## src/rtl/pll_pkg.sv

```systemverilog
// Shared types and constants for the PLL acquisition controller.
package pll_pkg;

  localparam int FREQ_W = 32;
  localparam int ERR_W  = 16;

  typedef enum logic [2:0] {
    ST_IDLE  = 3'd0,
    ST_SWEEP = 3'd1,
    ST_PULL  = 3'd2,
    ST_TRACK = 3'd3,
    ST_FAIL  = 3'd4
  } state_t;

  localparam logic [1:0] GAIN_OFF    = 2'd0;
  localparam logic [1:0] GAIN_COARSE = 2'd1;
  localparam logic [1:0] GAIN_FINE   = 2'd2;

endpackage

```

## src/rtl/pll_err_qual.sv

```systemverilog
// Phase-error qualifier: saturating magnitude, lock threshold compare and
// consecutive in-lock / out-of-lock run counters. The hit outputs flag the
// tick on which a run reaches its target count, so the controller can act
// on that same tick. clr wipes both runs (asserted on every state change).
module pll_err_qual
  import pll_pkg::*;
#(
  parameter int LOCK_THR   = 512,
  parameter int LOCK_CNT   = 32,
  parameter int UNLOCK_CNT = 8
) (
  input  logic                    clk,
  input  logic                    rst,
  input  logic                    tick,
  input  logic                    clr,
  input  logic signed [ERR_W-1:0] error_i,
  output logic                    lock_hit,
  output logic                    unlock_hit
);

  localparam int LW = $clog2(LOCK_CNT + 1);
  localparam int UW = $clog2(UNLOCK_CNT + 1);
  localparam logic [ERR_W-1:0] THR       = ERR_W'(LOCK_THR);
  localparam logic [LW-1:0]   LOCK_MAX   = LW'(LOCK_CNT);
  localparam logic [LW-1:0]   LOCK_LAST  = LW'(LOCK_CNT - 1);
  localparam logic [UW-1:0]   UNLK_MAX   = UW'(UNLOCK_CNT);
  localparam logic [UW-1:0]   UNLK_LAST  = UW'(UNLOCK_CNT - 1);

  // Most-negative input maps to the most-positive magnitude so it can never
  // wrap into a small (in-lock) value.
  function automatic logic [ERR_W-1:0] sat_abs(input logic signed [ERR_W-1:0] e);
    if (e == {1'b1, {(ERR_W-1){1'b0}}}) return {1'b0, {(ERR_W-1){1'b1}}};
    else if (e[ERR_W-1])                return $unsigned(-e);
    else                                return $unsigned(e);
  endfunction

  logic [ERR_W-1:0] mag;
  logic             in_lock;
  logic [LW-1:0]    lock_run;
  logic [UW-1:0]    unlock_run;

  assign mag        = sat_abs(error_i);
  assign in_lock    = (mag <= THR);
  assign lock_hit   = tick & in_lock & (lock_run >= LOCK_LAST);
  assign unlock_hit = tick & ~in_lock & (unlock_run >= UNLK_LAST);

  // Run counters: advance only on tick, saturate at their targets.
  always_ff @(posedge clk or posedge rst) begin
    if (rst) begin
      lock_run   <= '0;
      unlock_run <= '0;
    end else if (clr) begin
      lock_run   <= '0;
      unlock_run <= '0;
    end else if (tick) begin
      if (in_lock) begin
        lock_run   <= (lock_run == LOCK_MAX) ? lock_run : lock_run + 1'b1;
        unlock_run <= '0;
      end else begin
        lock_run   <= '0;
        unlock_run <= (unlock_run == UNLK_MAX) ? unlock_run : unlock_run + 1'b1;
      end
    end
  end

endmodule

```

## src/rtl/pll_acq_ctrl.sv

```systemverilog
// PLL acquisition controller: frequency sweep, pull-in and tracking FSM.
// Optional macro PLL_ACQ_STATS_EN adds lock_events_o, a saturating count
// of entries into TRACK that clears only on rst.
module pll_acq_ctrl
  import pll_pkg::*;
#(
  parameter logic [FREQ_W-1:0] F_START = 32'h0100_0000,
  parameter logic [FREQ_W-1:0] F_STOP  = 32'h0400_0000,
  parameter logic [FREQ_W-1:0] F_STEP  = 32'h0010_0000,
  parameter int DWELL      = 64,
  parameter int LOCK_THR   = 512,
  parameter int LOCK_CNT   = 32,
  parameter int UNLOCK_CNT = 8
) (
  input  logic                    clk,
  input  logic                    rst,
  input  logic                    tick,
  input  logic                    start_i,
  input  logic                    abort_i,
  input  logic signed [ERR_W-1:0] error_i,
  output logic [FREQ_W-1:0]       freq_o,
  output logic [1:0]              gain_sel_o,
  output logic [2:0]              state_o,
  output logic                    locked_o,
  output logic                    fail_o,
  output logic                    busy_o
`ifdef PLL_ACQ_STATS_EN
  ,
  output logic [15:0]             lock_events_o
`endif
);

  localparam int DW_W = $clog2(DWELL + 1);
  localparam logic [DW_W-1:0] DWELL_LAST = DW_W'(DWELL - 1);

  state_t            state, state_next;
  logic [FREQ_W-1:0] freq_next;
  logic [FREQ_W:0]   freq_sum;
  logic [DW_W-1:0]   dwell, dwell_next;
  logic [1:0]        gain_next;
  logic              locked_next, fail_next, busy_next;
  logic              qual_clr, lock_hit, unlock_hit;

  // One extra bit so the overshoot test cannot be fooled by 32-bit wrap.
  assign freq_sum = {1'b0, freq_o} + {1'b0, F_STEP};
  assign qual_clr = (state_next != state);
  assign state_o  = state;

  pll_err_qual #(
    .LOCK_THR   (LOCK_THR),
    .LOCK_CNT   (LOCK_CNT),
    .UNLOCK_CNT (UNLOCK_CNT)
  ) u_qual (
    .clk        (clk),
    .rst        (rst),
    .tick       (tick),
    .clr        (qual_clr),
    .error_i    (error_i),
    .lock_hit   (lock_hit),
    .unlock_hit (unlock_hit)
  );

  // Next-state, sweep word, dwell counter and decoded status flags.
  always_comb begin
    state_next = state;
    freq_next  = freq_o;
    dwell_next = dwell;
    if (abort_i) begin
      state_next = ST_IDLE;
      freq_next  = F_START;
    end else begin
      case (state)
        ST_IDLE, ST_FAIL: if (start_i) state_next = ST_SWEEP;
        ST_SWEEP: begin
          if (lock_hit) begin
            state_next = ST_PULL;
          end else if (tick) begin
            if (dwell == DWELL_LAST) begin
              dwell_next = '0;
              if (freq_sum > {1'b0, F_STOP}) begin
                state_next = ST_FAIL;
                freq_next  = F_START;
              end else begin
                freq_next = freq_sum[FREQ_W-1:0];
              end
            end else begin
              dwell_next = dwell + 1'b1;
            end
          end
        end
        ST_PULL: begin
          if (lock_hit)        state_next = ST_TRACK;
          else if (unlock_hit) state_next = ST_SWEEP;
        end
        ST_TRACK: begin
          if (unlock_hit) begin
            state_next = ST_SWEEP;
            freq_next  = F_START;
          end
        end
        default: begin
          state_next = ST_IDLE;
          freq_next  = F_START;
        end
      endcase
    end
    if (state_next != state) dwell_next = '0;

    gain_next   = GAIN_OFF;
    locked_next = 1'b0;
    fail_next   = 1'b0;
    busy_next   = 1'b0;
    case (state_next)
      ST_SWEEP: busy_next = 1'b1;
      ST_PULL: begin
        gain_next = GAIN_COARSE;
        busy_next = 1'b1;
      end
      ST_TRACK: begin
        gain_next   = GAIN_FINE;
        locked_next = 1'b1;
        busy_next   = 1'b1;
      end
      ST_FAIL: fail_next = 1'b1;
      default: ;
    endcase
  end

  // State register and registered outputs.
  always_ff @(posedge clk or posedge rst) begin
    if (rst) begin
      state      <= ST_IDLE;
      freq_o     <= F_START;
      dwell      <= '0;
      gain_sel_o <= GAIN_OFF;
      locked_o   <= 1'b0;
      fail_o     <= 1'b0;
      busy_o     <= 1'b0;
    end else begin
      state      <= state_next;
      freq_o     <= freq_next;
      dwell      <= dwell_next;
      gain_sel_o <= gain_next;
      locked_o   <= locked_next;
      fail_o     <= fail_next;
      busy_o     <= busy_next;
    end
  end

`ifdef PLL_ACQ_STATS_EN
  // Saturating count of entries into TRACK.
  always_ff @(posedge clk or posedge rst) begin
    if (rst) begin
      lock_events_o <= '0;
    end else if (state_next == ST_TRACK && state != ST_TRACK && lock_events_o != 16'hFFFF) begin
      lock_events_o <= lock_events_o + 16'd1;
    end
  end
`endif

endmodule

```

## config.mk

```make
export PLATFORM = sky130hd
export DESIGN_NAME = pll_acq_ctrl
export DESIGN_NICKNAME = d
export VERILOG_FILES = /design/src/rtl/pll_pkg.sv /design/src/rtl/pll_err_qual.sv /design/src/rtl/pll_acq_ctrl.sv
export SDC_FILE = /design/constraint.sdc
export NUM_CORES = 1
export LEC_CHECK = 0
export CORE_AREA = 2 2 94 69
export DETAILED_ROUTE_END_ITERATION = 12
export DIE_AREA = 0 0 96 71
export GPL_ROUTABILITY_DRIVEN = 0
export GPL_TIMING_DRIVEN = 1
export PLACE_DENSITY = 0.8
export SETUP_SLACK_MARGIN = 0.3
export SLEW_MARGIN = 20
export SYNTH_ARGS = -nofsm -noshare
export SYNTH_HDL_FRONTEND = slang
export SYNTH_SLANG_ARGS = --single-unit
```

## constraint.sdc

```tcl
create_clock -name clk -period 7.1 [get_ports clk]
set_input_delay 1.42 -clock clk [delete_from_list [all_inputs] [get_ports clk]]
set_output_delay 1.42 -clock clk [all_outputs]
set_load 0.02 [all_outputs]
```

Yosys cells after proc, flatten, opt, wreduce, memory -nomap -nowiden
Index checks and enable logic that the tools add are counted.

storage, ports and cells
  flip-flop bits (word level) = 57
  output and inout port bits = 40
  logic and storage cells = 91

operators by class
  reductions and logical operators = 10
  bitwise logic cells = 5
  mux-type cells = 36
  equal/unequal tests = 22
  $add $sub $neg = 5
  $lt $le $gt $ge = 4

operators by type and width
  kind                    number
  $mux 32                 6
  $pmux 32 s3             1
  $mux 7                  6
  $add 32x21->33 const B  1
  $gt 33x27->1 const B    1
  $mux 16                 2
  $mux 3                  8
  $mux 6                  4
  $eq 16x16->1 const B    1
  $le 16x10->1 const B    1
  $mux 4                  4
  $neg 16->16             1
  $eq 3x2->1 const B      4
  $ne 3x3->1 const B      4
  $pmux 3 s4              1
  $add 7x1->7 const B     1
  $eq 7x6->1 const B      1
  $add 6x1->6 const B     1
  $eq 3x1->1 const B      2
  $eq 3x3->1 const B      2
  $eq 6x6->1 const B      1
  $ge 6x5->1 const B      1
  $ne 3x2->1 const B      2
  $reduce_or 3->1         2
  other kinds (16)        24

Longest topological paths before layout
Gate-level depths: netlist of the first run.

  depth in word-level cells = 14
  mapped depth = 12

Cells and area by module
From an unflattened synthesis of the first run, not the netlist that was laid out.

second synthesis, totals
  cell total of the unflattened synthesis = 342
  area, all modules = 2795.2 um^2

modules (own cells, without submodules)
  module        seq. area each (um^2)  cells an instance  area an instance (um^2)  times used
  pll_acq_ctrl  651.9                  197                1727.9                   1
  pll_err_qual  250.2                  145                1067.3                   1

Least setup slack after synthesis of the first run
No wires, ideal clock.

  path type = input to register
  start point = input error_i[0]
  end point = register u_qual.lock_run[4]
  path buffers = 2
  arrival time = 4069 ps
  required time = 7004 ps
  stages on the path = 10
  setup slack = 2936 ps
  library setup time = 96 ps
  cells stage by stage = inv_1 ha_1 or3b_1 clkbuf_2 o311a_1 o41a_1 or3_4 buf_6 or3_1 a311oi_2

between the ends
  cells in the longest elaborated chain, start to end = 14
  elaborated cells between the ends (all ways) = 22
  classes of those cells = add/sub (1); order compare (1); eq/ne (3); mux (10); bitwise (5); reduce/logical (2)

RTL lines
  element                                                    RTL line                                RTL
  start, declared                                            pll_acq_ctrl.sv:20                      input logic signed [ERR_W-1:0] error_i,
  $neg 16->16                                                pll_err_qual.sv:33                      else if (e[ERR_W-1]) return $unsigned(-e);
  $mux 16                                                    pll_err_qual.sv:33
  $mux 16 *                                                  pll_err_qual.sv:32                      if (e == {1'b1, {(ERR_W-1){1'b0}}}) return {1'b0, {(ERR_W-1){1'b1}}};
  $le 16x10->1 *                                             pll_err_qual.sv:43                      assign in_lock = (mag <= THR);
  $not 1->1                                                  pll_err_qual.sv:45                      assign unlock_hit = tick & ~in_lock & (unlock_run >= UNLK_LAST);
  $and 1x1->1 (2 in a row)                                   pll_err_qual.sv:45
  $mux 3                                                     pll_acq_ctrl.sv:93, pll_acq_ctrl.sv:96
  $mux 3                                                     pll_acq_ctrl.sv:92                      if (lock_hit) state_next = ST_TRACK;
  $pmux 3 s4                                                 pll_acq_ctrl.sv:72                      case (state)
  $mux 3                                                     pll_acq_ctrl.sv:68                      if (abort_i) begin
  $ne 3x3->1                                                 pll_acq_ctrl.sv:46                      assign qual_clr = (state_next != state);
  $ne 3x3->1 (no line) or $reduce_bool 2->1 (tied branches)  --
  $reduce_and 2->1 (no line)                                 --
  end signal, assigned                                       pll_err_qual.sv:57                      lock_run <= (lock_run == LOCK_MAX) ? lock_run : lock_run + 1'b1;
  end, declared                                              pll_err_qual.sv:39                      logic [LW-1:0] lock_run;

Mark *: on every way between the ends. The rest lies on a longest branch, timed or not. The select of a mux whose other input is x is not followed.
A chain may end at the register's enable or synchronous reset.

Final worst setup path of the first run
  start point = input error_i[1]
  end point = register freq_o[23]

between the ends
  cells in the longest elaborated chain, start to end = 9
  elaborated cells between the ends (all ways) = 13
  classes of those cells = add/sub (1); order compare (1); eq/ne (3); mux (2); bitwise (5); reduce/logical (1)

RTL lines
  element                       RTL line             RTL
  $neg 16->16                   pll_err_qual.sv:33
  $mux 16                       pll_err_qual.sv:33
  $mux 16 *                     pll_err_qual.sv:32
  $le 16x10->1 *                pll_err_qual.sv:43
  $not 1->1                     pll_err_qual.sv:45
  $and 1x1->1 (2 in a row)      pll_err_qual.sv:45
  $ne 3x2->1 (no line)          --
  $reduce_and 5->1 (no line) *  --
  end signal, assigned          pll_acq_ctrl.sv:141  freq_o <= freq_next;
  end, declared                 pll_acq_ctrl.sv:21   output logic [FREQ_W-1:0] freq_o,

Mark *: on every way between the ends. The rest lies on a longest branch, timed or not.

==> results of run 1 <==
[cell usage in the layout (no fill, tap or decap), types with 7 or more instances in the layout]
master / count
sky130_fd_sc_hd__ha_1: 8
sky130_fd_sc_hd__clkbuf_8: 7
sky130_fd_sc_hd__or3_1: 8
sky130_fd_sc_hd__nand2_1: 19
sky130_fd_sc_hd__a21oi_1: 16
sky130_fd_sc_hd__o21ai_0: 13
sky130_fd_sc_hd__nor2_1: 25
sky130_fd_sc_hd__conb_1: 20
sky130_fd_sc_hd__nor3_1: 15
sky130_fd_sc_hd__inv_1: 19
sky130_fd_sc_hd__and3_1: 12
sky130_fd_sc_hd__nand3_1: 12
sky130_fd_sc_hd__clkdlybuf4s50_1: 40
sky130_fd_sc_hd__dfrtp_1: 36
[kinds of logic (layout without fill, tap and decap cells)]
logic type,count (synthesis),after routing,synth area share [%]
and+or+nand+nor,122,122,24.2
buffers and inverters,57,69,11.1
DFF,37,37,33.5
adders and majority gates,8,8,3.62
other,1,20,0.135
xor gates and xnor gates,8,8,2.53
AOI/OAI and AO/OA,81,81,23.0
muxes,5,5,1.85
[routing by layer]
metal / GRT usage [%] / wire length, microns / up-vias
met5: 0 / 0 / -
met4: 4.44 / 42 / 0
met3: 3.19 / 301 / 5
met2: 29.6 / 2960 / 75
met1: 27.2 / 2850 / 1195
li1: - / - / 1187
[worst max-delay path, cell delays in order]
cell,delay [ps]
sky130_fd_sc_hd__clkdlybuf4s50_1,460
sky130_fd_sc_hd__inv_1,90
sky130_fd_sc_hd__ha_1,190
sky130_fd_sc_hd__or3b_1,450
sky130_fd_sc_hd__o311a_1,310
sky130_fd_sc_hd__o41a_1,550
sky130_fd_sc_hd__o41ai_2,1040
sky130_fd_sc_hd__or2_2,310
sky130_fd_sc_hd__nor3_1,60
sky130_fd_sc_hd__a31o_2,220
[synth_stat cells, types with 2 or more instances]
cell type / instances
sky130_fd_sc_hd__nor3_1: 15
sky130_fd_sc_hd__ha_1: 8
sky130_fd_sc_hd__nand4_1: 2
sky130_fd_sc_hd__nand2_1: 19
sky130_fd_sc_hd__o21ai_0: 13
sky130_fd_sc_hd__a31o_2: 3
sky130_fd_sc_hd__or3_1: 8
sky130_fd_sc_hd__mux2i_1: 4
sky130_fd_sc_hd__buf_4: 20
sky130_fd_sc_hd__nand3_1: 12
sky130_fd_sc_hd__o21a_1: 2
sky130_fd_sc_hd__nand3b_1: 2
sky130_fd_sc_hd__a21oi_1: 16
sky130_fd_sc_hd__xnor2_1: 4
sky130_fd_sc_hd__a21oi_2: 2
sky130_fd_sc_hd__buf_2: 2
sky130_fd_sc_hd__o41ai_1: 2
sky130_fd_sc_hd__o32ai_1: 2
sky130_fd_sc_hd__nor2b_1: 4
sky130_fd_sc_hd__buf_6: 2
sky130_fd_sc_hd__a21o_1: 3
sky130_fd_sc_hd__a41oi_1: 2
sky130_fd_sc_hd__o211ai_1: 2
sky130_fd_sc_hd__o311ai_4: 2
sky130_fd_sc_hd__and3_1: 12
sky130_fd_sc_hd__nor2_1: 25
sky130_fd_sc_hd__nand4b_1: 4
sky130_fd_sc_hd__a31oi_1: 6
sky130_fd_sc_hd__xor2_1: 4
sky130_fd_sc_hd__o31ai_1: 4
sky130_fd_sc_hd__nor3b_1: 5
sky130_fd_sc_hd__a211oi_1: 2
sky130_fd_sc_hd__dfrtp_1: 36
sky130_fd_sc_hd__inv_1: 19
sky130_fd_sc_hd__nor4_1: 3
sky130_fd_sc_hd__nand2b_1: 2
sky130_fd_sc_hd__clkbuf_1: 12
[power by group through the flow]
stage / clock [mW] / combinational (mW) / sequential, mW
6_report: 0.164 / 0.0731 / 0.217
3_3_place_gp: 0 / 0.0714 / 0.221
4_1_cts: 0.168 / 0.0730 / 0.217
2_1_floorplan: 0 / 0.0580 / 0.221
5_1_grt: 0.177 / 0.0807 / 0.218
3_5_place_dp: 0 / 0.0728 / 0.221
[state kept, by name, summed over array words and instances (netlist names)]
register and cells:
freq_o 12, locked_o 1, fail_o 1, busy_o 1, dwell 7, u_qual.lock_run 6
gain_sel_o 2, u_qual.unlock_run 4, state_o 3
[per-stage QoR]
| step | setup WS, ps | util, % | instances | total power [mW] | hold slack (ps) |
|---|---|---|---|---|---|
| 6_report | 2190 | 53.9 | 428 | 0.455 | 525 |
| 2_1_floorplan | 2940 | - | 338 | 0.279 | 488 |
| 3_5_place_dp | 1960 | 52.2 | 420 | 0.294 | 510 |
| 4_1_cts | 2270 | 53.9 | 428 | 0.458 | 522 |
| 3_3_place_gp | 2060 | 52.2 | 420 | 0.292 | 504 |
| 5_1_grt | 2000 | 53.9 | 428 | 0.476 | 570 |
[final timing paths]
check,startpoint,to,slack [ps],depth (start not counted)
max reg2reg,freq_o[24],u_qual.lock_run[3],4070,8
min in group asynchronous,rst,freq_o[20],1530,3
max in group asynchronous,rst,freq_o[24],5210,3
min reg2reg,dwell[6],dwell[6],520,2
min,dwell[6],dwell[6],520,2
max,error_i[1],freq_o[23],2190,10
[area by class of cell]
cell class / instances / area share [%]
Multi-Input combinational cell: 244 / 50.1
Clock inverter: 1 / 0.155
Sequential cell: 37 / 28.8
Tap cell: 78 / 3.03
Clock buffer: 7 / 2.99
Inverter: 20 / 2.33
Timing Repair Buffer: 41 / 12.7
==> implementation parameters, run 1 <==
Parameter                              Value

Global routing
  Pin count of the biggest net entering global routing ... 38
  GRT Overall Usage ... a little under a fifth
  GRT overflow ... 0
  Initial antenna violation count ... 0
  Global-route wire length before repair ... 10300 microns
  Vias in the first global route ... about 2200

Critical path
  Category of the worst setup path launch point ... input pin
  Req. time, crit path ... about 7300 ps
  Worst path arrival time ... between 5000 and 6000 ps
  Crit. End Element ... flop
  Critical Setup Path Class ... input pin to flop
  Maximum fanout count along the critical path ... 14

Timing
  Max Clk Rate ... 204 MHz
  Skew final ... 10.2 ps
  Clock period minus worst slack ... just under 5000 ps
  Max-slew violation count ... 0
  Fraction of the cycle the final worst path needs ... between 60% and 70%
  RSZ-0062 raised after global routing ... no
  Number of endpoints failing setup at the final stage ... 0
  Final hold viol count ... 0
  Setup TNS ... 0 ps
  Least-Margin Pin Slew ... 1100 ps
  Worst rel slew slack ... ~26%

CTS
  Count of cells resized by post-cts repair ... 0
  Hold_buf cts ... 0
  Clock tree from TritonCTS ... done
  TritonCTS buffer count ... 5
  Clock sinks ... 37
  H-tree depth ... 2
  Maximum clock path buffer count ... 2
  Clock tree root driver cell ... sky130_fd_sc_hd__clkbuf_8
  Buffers inserted by post-CTS timing repair ... 0
  Register clock-pin slew on the reported worst setup and hold paths ... around 80 ps
  Later-pin clock latency in the skew report ... 300 ps

Pwr
  Cell area power density ... roughly 140 nW/um^2
  Worst supply voltage drop on vdd ... 0.0000720 V
  Pint ... ~330 uW
  Net switching power ... 127 uW
  Sequential cell fraction of total power ... approximately 48%
  Net switching share of the total power ... between 20% and 30%
  Leakage power ... ~1.4 nW
  Power share of the clock group ... a little over a third
  Share of total power in combinational logic ... 16.1%

Outcome
  Run status ... finished, final reports clean

Layout
  Fill cell instance count of the final layout ... around 540
  Sequential cell area in the final layout ... approximately 930 sq um
  NumNets Final ... around 380
  Design area ... 3220 sq um
  # diodes ... 0
  Area grow syn2layout ... 16.4%
  Footprint of the multi-input gates ... roughly 1600 sq um
  Layout cell share with drive strength beyond 1 ... roughly 8.6%

Synth
  Ys flop type ... sky130_fd_sc_hd__dfrtp_1
  EDFF count, synth ... 0
  Syn avg cell area ... roughly 8.7 sq um
  Number of instances in the synthesized netlist ... between 300 and 400
  Mapped cell area ... around 2800 sq um
  Synth warn ... 0
  Distinct cells, synth ... 71
  Ranking of synthesized cells by area ... sky130_fd_sc_hd__dfrtp_1 (33%), sky130_fd_sc_hd__buf_4 (5.4%), sky130_fd_sc_hd__ha_1 (3.6%)
  Share of the synthesized area in the top cell type ... about a third
  Leading area contributor after synthesis ... sky130_fd_sc_hd__dfrtp_1
  Total of flip-flops plus latches after synthesis ... 37
  Ys async rst share ... 100%
  Sequential area share after synthesis ... 33.5%

Place
  HPWL after detailed placement ... ~4500 microns
  Buffers on Ports ... 40
  Cell Area, Placed ... approximately 3100 sq um

Drt
  Number of violations reported at the end of detailed-routing iteration 0 ... 168
  Post-route DRC violation count ... 0
  Vias post-DR ... 2462
  Vias per Instance ... 5.75
  Drt wl/cell ... about 14 microns
  ANT nets after route ... 0
  Routed WL ... 6160 microns
  First drt pass iteration count ... 5

Die
  Width of the die ... 96 microns
  Number of cell rows ... 24
  Initial standard-cell utilization of the core ... 46.3%
  Std-Cell Core Area ... 5980 sq um
  DIE AREA ... roughly 6800 sq um
  Chip height ... 71 microns
  I/O pins ... 61

Run
  Max Cap Viol ... 0

Min path
  Classification of the worst-slack hold path ... flop to flop
No activity file was read; power rests on OpenSTA's default activity.
==> run 2, diff against run 1 <==
--- a/config.mk
+++ b/config.mk
@@ -5,12 +5,12 @@
 export SDC_FILE = /design/constraint.sdc
 export NUM_CORES = 1
 export LEC_CHECK = 0
-export CORE_AREA = 2 2 94 69
+export CORE_AREA = 2 2 96 70
 export DETAILED_ROUTE_END_ITERATION = 12
-export DIE_AREA = 0 0 96 71
+export DIE_AREA = 0 0 98 72
 export GPL_ROUTABILITY_DRIVEN = 0
 export GPL_TIMING_DRIVEN = 1
-export PLACE_DENSITY = 0.8
+export PLACE_DENSITY = 0.81
 export SETUP_SLACK_MARGIN = 0.3
 export SLEW_MARGIN = 20
 export SYNTH_ARGS = -nofsm -noshare
==> constraint.sdc (replaced) <==
create_clock -name clk -period 4.4 [get_ports clk]
set_input_delay 0.88 -clock clk [delete_from_list [all_inputs] [get_ports clk]]
set_output_delay 0.88 -clock clk [all_outputs]
set_load 0.02 [all_outputs]
==> run 2 against run 1 <==
Against the previous run: utilization rose by 0.52 points; hold slack better by 6.0 ps; setup slack worse by 1700 ps; clock-buffer cell count decreased by 2; final area is 3.0% higher; global-route usage is 0.43 points lower; register-to-register slack got worse by 2600 ps; combinational power rose by 78%; largest cell class unchanged; clock skew shrank 1.8 ps; critical path type unchanged.
==> implementation parameters, run 2 (same netlist as run 1, synthesis figures left out) <==
Parameter                              Value

Timing
  Max Clk Rate ... between 200 and 300 MHz
  Worst rel slew slack ... approximately three fifths
  RSZ-0062 raised after global routing ... no
  Skew final ... ~8.4 ps
  Fraction of the cycle the final worst path needs ... between 80% and 90%
  Least-Margin Pin Slew ... roughly 580 ps
  Clock period minus worst slack ... ~4000 ps
  Final hold viol count ... 0
  Max-slew violation count ... 0
  Setup TNS ... 0 ps
  Post-route worst hold slack ... 531 ps
  Number of endpoints failing setup at the final stage ... 0

Layout
  Largest registers ranked by flip-flop count ... freq_o x12, dwell x7, u_qual.lock_run x6
  Highest-count cells in the layout ignoring fill and taps ... sky130_fd_sc_hd__clkdlybuf4s50_1 (40), sky130_fd_sc_hd__dfrtp_1 (36), sky130_fd_sc_hd__nor2_1 (25)
  Most frequent standard cell in the layout excluding fill and tap cells ... sky130_fd_sc_hd__clkdlybuf4s50_1
  # diodes ... 0
  Layout cell share with drive strength beyond 1 ... between 10% and 20%
  NumNets Final ... about 390
  Design area ... ~3300 sq um
  Fill cell instance count of the final layout ... between 500 and 600
  Max reg flops ... 12
  Area grow syn2layout ... 19.8%
  Number of standard cells in the final layout excluding fillers ... around 440
  Register with the most flip-flops ... freq_o

Place
  Cell Area, Placed ... 3200 sq um
  HPWL after detailed placement ... about 4700 microns
  Placed cells ... 430
  Buffers on Ports ... 40

Global routing
  Global-route wire length before repair ... 10800 microns
  Vias in the first global route ... roughly 2300
  GRT Overall Usage ... 18.4%
  Pin count of the biggest net entering global routing ... 38
  GRT overflow ... 0
  Initial antenna violation count ... 0

Die
  Initial standard-cell utilization of the core ... 45.4%
  Chip height ... approximately 72 microns
  Std-Cell Core Area ... ~6100 sq um
  Number of cell rows ... 24
  I/O pins ... 61
  DIE AREA ... slightly above 7000 sq um
  Width of the die ... approximately 98 microns

Critical path
  Launching instance or port of the critical path ... error_i[1]
  Category of the worst setup path launch point ... input pin
  Critical Setup Path Class ... input pin to flop
  Crit. End Element ... flop
  Req. time, crit path ... about 4600 ps
  Worst path arrival time ... about 4200 ps
  Maximum fanout count along the critical path ... 14
  Startpoint of the worst register-to-register path ... freq_o[20]

Run
  Max Cap Viol ... 0

CTS
  Clock tree from TritonCTS ... done
  Later-pin clock latency in the skew report ... approximately 290 ps
  Clock sinks ... 37
  H-tree depth ... 2
  TritonCTS buffer count ... 5
  Clock tree root driver cell ... sky130_fd_sc_hd__clkbuf_8
  Register clock-pin slew on the reported worst setup and hold paths ... ~80 ps
  Maximum clock path buffer count ... 2

Drt
  ANT nets after route ... 0
  Post-route DRC violation count ... 0
  First drt pass iteration count ... 4
  Vias post-DR ... approximately 2500
  Drt wl/cell ... ~15 microns
  Vias per Instance ... approximately 5.7
  Number of violations reported at the end of detailed-routing iteration 0 ... 130
  Routed WL ... roughly 6400 microns

Min path
  Classification of the worst-slack hold path ... flop to flop
  Worst min-delay path startpoint ... dwell[6]

Pwr
  Cell area power density ... between 200 and 250 nW/um^2
  Leakage power ... ~1.4 nW
  Worst supply voltage drop on vdd ... between 0.0001 and 0.00015 V

Outcome
  Run status ... finished, final reports clean
-- run 2: cell types whose count changed in the layout (fill, tap and decap cells not counted), sizes merged --
cell	change
clkbuf	-2
clkinv	+1
buf	+14
clkinvlp	+1
-- run 2: worst max-delay path, stage by stage --
cell and delay, ps:
sky130_fd_sc_hd__clkdlybuf4s50_1 460, sky130_fd_sc_hd__inv_1 80, sky130_fd_sc_hd__ha_1 190, sky130_fd_sc_hd__or3b_1 460, sky130_fd_sc_hd__o311a_1 320, sky130_fd_sc_hd__o41a_1 490
sky130_fd_sc_hd__or3_4 440, sky130_fd_sc_hd__a41oi_2 290, sky130_fd_sc_hd__o311ai_4 180, sky130_fd_sc_hd__buf_4 180, sky130_fd_sc_hd__nor3_1 170
-- run 2: cell type report --
type | instances | area, sq um | share of cell area, %
Sequential cell | 37 | 927 | 27.9
Tap cell | 78 | 97.6 | 2.94
Inverter | 20 | 75.1 | 2.26
Clock buffer | 5 | 68.8 | 2.07
Clock inverter | 3 | 17.5 | 0.528
Timing Repair Buffer | 55 | 513 | 15.5
Multi-Input combinational cell | 244 | 1620 | 48.8
-- run 2: final timing paths --
check / to / slack (ps) / cells after the start
worst max-delay path: u_qual.lock_run[2] / 450 / 11
worst min-delay path: dwell[6] / 530 / 2
worst max register to register: u_qual.lock_run[2] / 1500 / 10
worst min register to register: dwell[6] / 530 / 2
max in group asynchronous: freq_o[24] / 3030 / 3
min in group asynchronous: freq_o[22] / 1000 / 3
-- run 2: metal layers --
layer | part of all wire [%] | vias up | global-route usage [%]
li1 | - | 1217 | -
met1 | 45 | 1228 | 24.1
met2 | 50 | 72 | 32.0
met3 | 4.4 | 8 | 3.28
met4 | 1.0 | 0 | 4.63
met5 | 0 | - | 0
-- run 2: metrics by stage --
stage	worst slack [ps]	util, %	power (mW)
floorplan	776	-	0.449
global placement	77.2	52.4	0.475
detailed placement	1.49	52.4	0.479
CTS	358	54.2	0.714
global route	299	54.4	0.744
finish	450	54.4	0.711
-- run 2: report_power, final --
part	total, mW	switching [mW]	leakage [nW]	internal, mW
clock network	0.231	0.122	0.0439	0.109
logic	0.130	0.0789	0.874	0.0508
registers	0.351	0.00632	0.511	0.344
total	0.711	0.207	1.43	0.504
-- run 2: what timing repair did --
item | CTS | global route
hold endpoints to repair | 0 | 0
resized for setup | 0 | 1
hold buffers | 0 | 0
setup buffers | 3 | 1
setup endpoints to repair | 3 | 21
pin swaps | 1 | 2
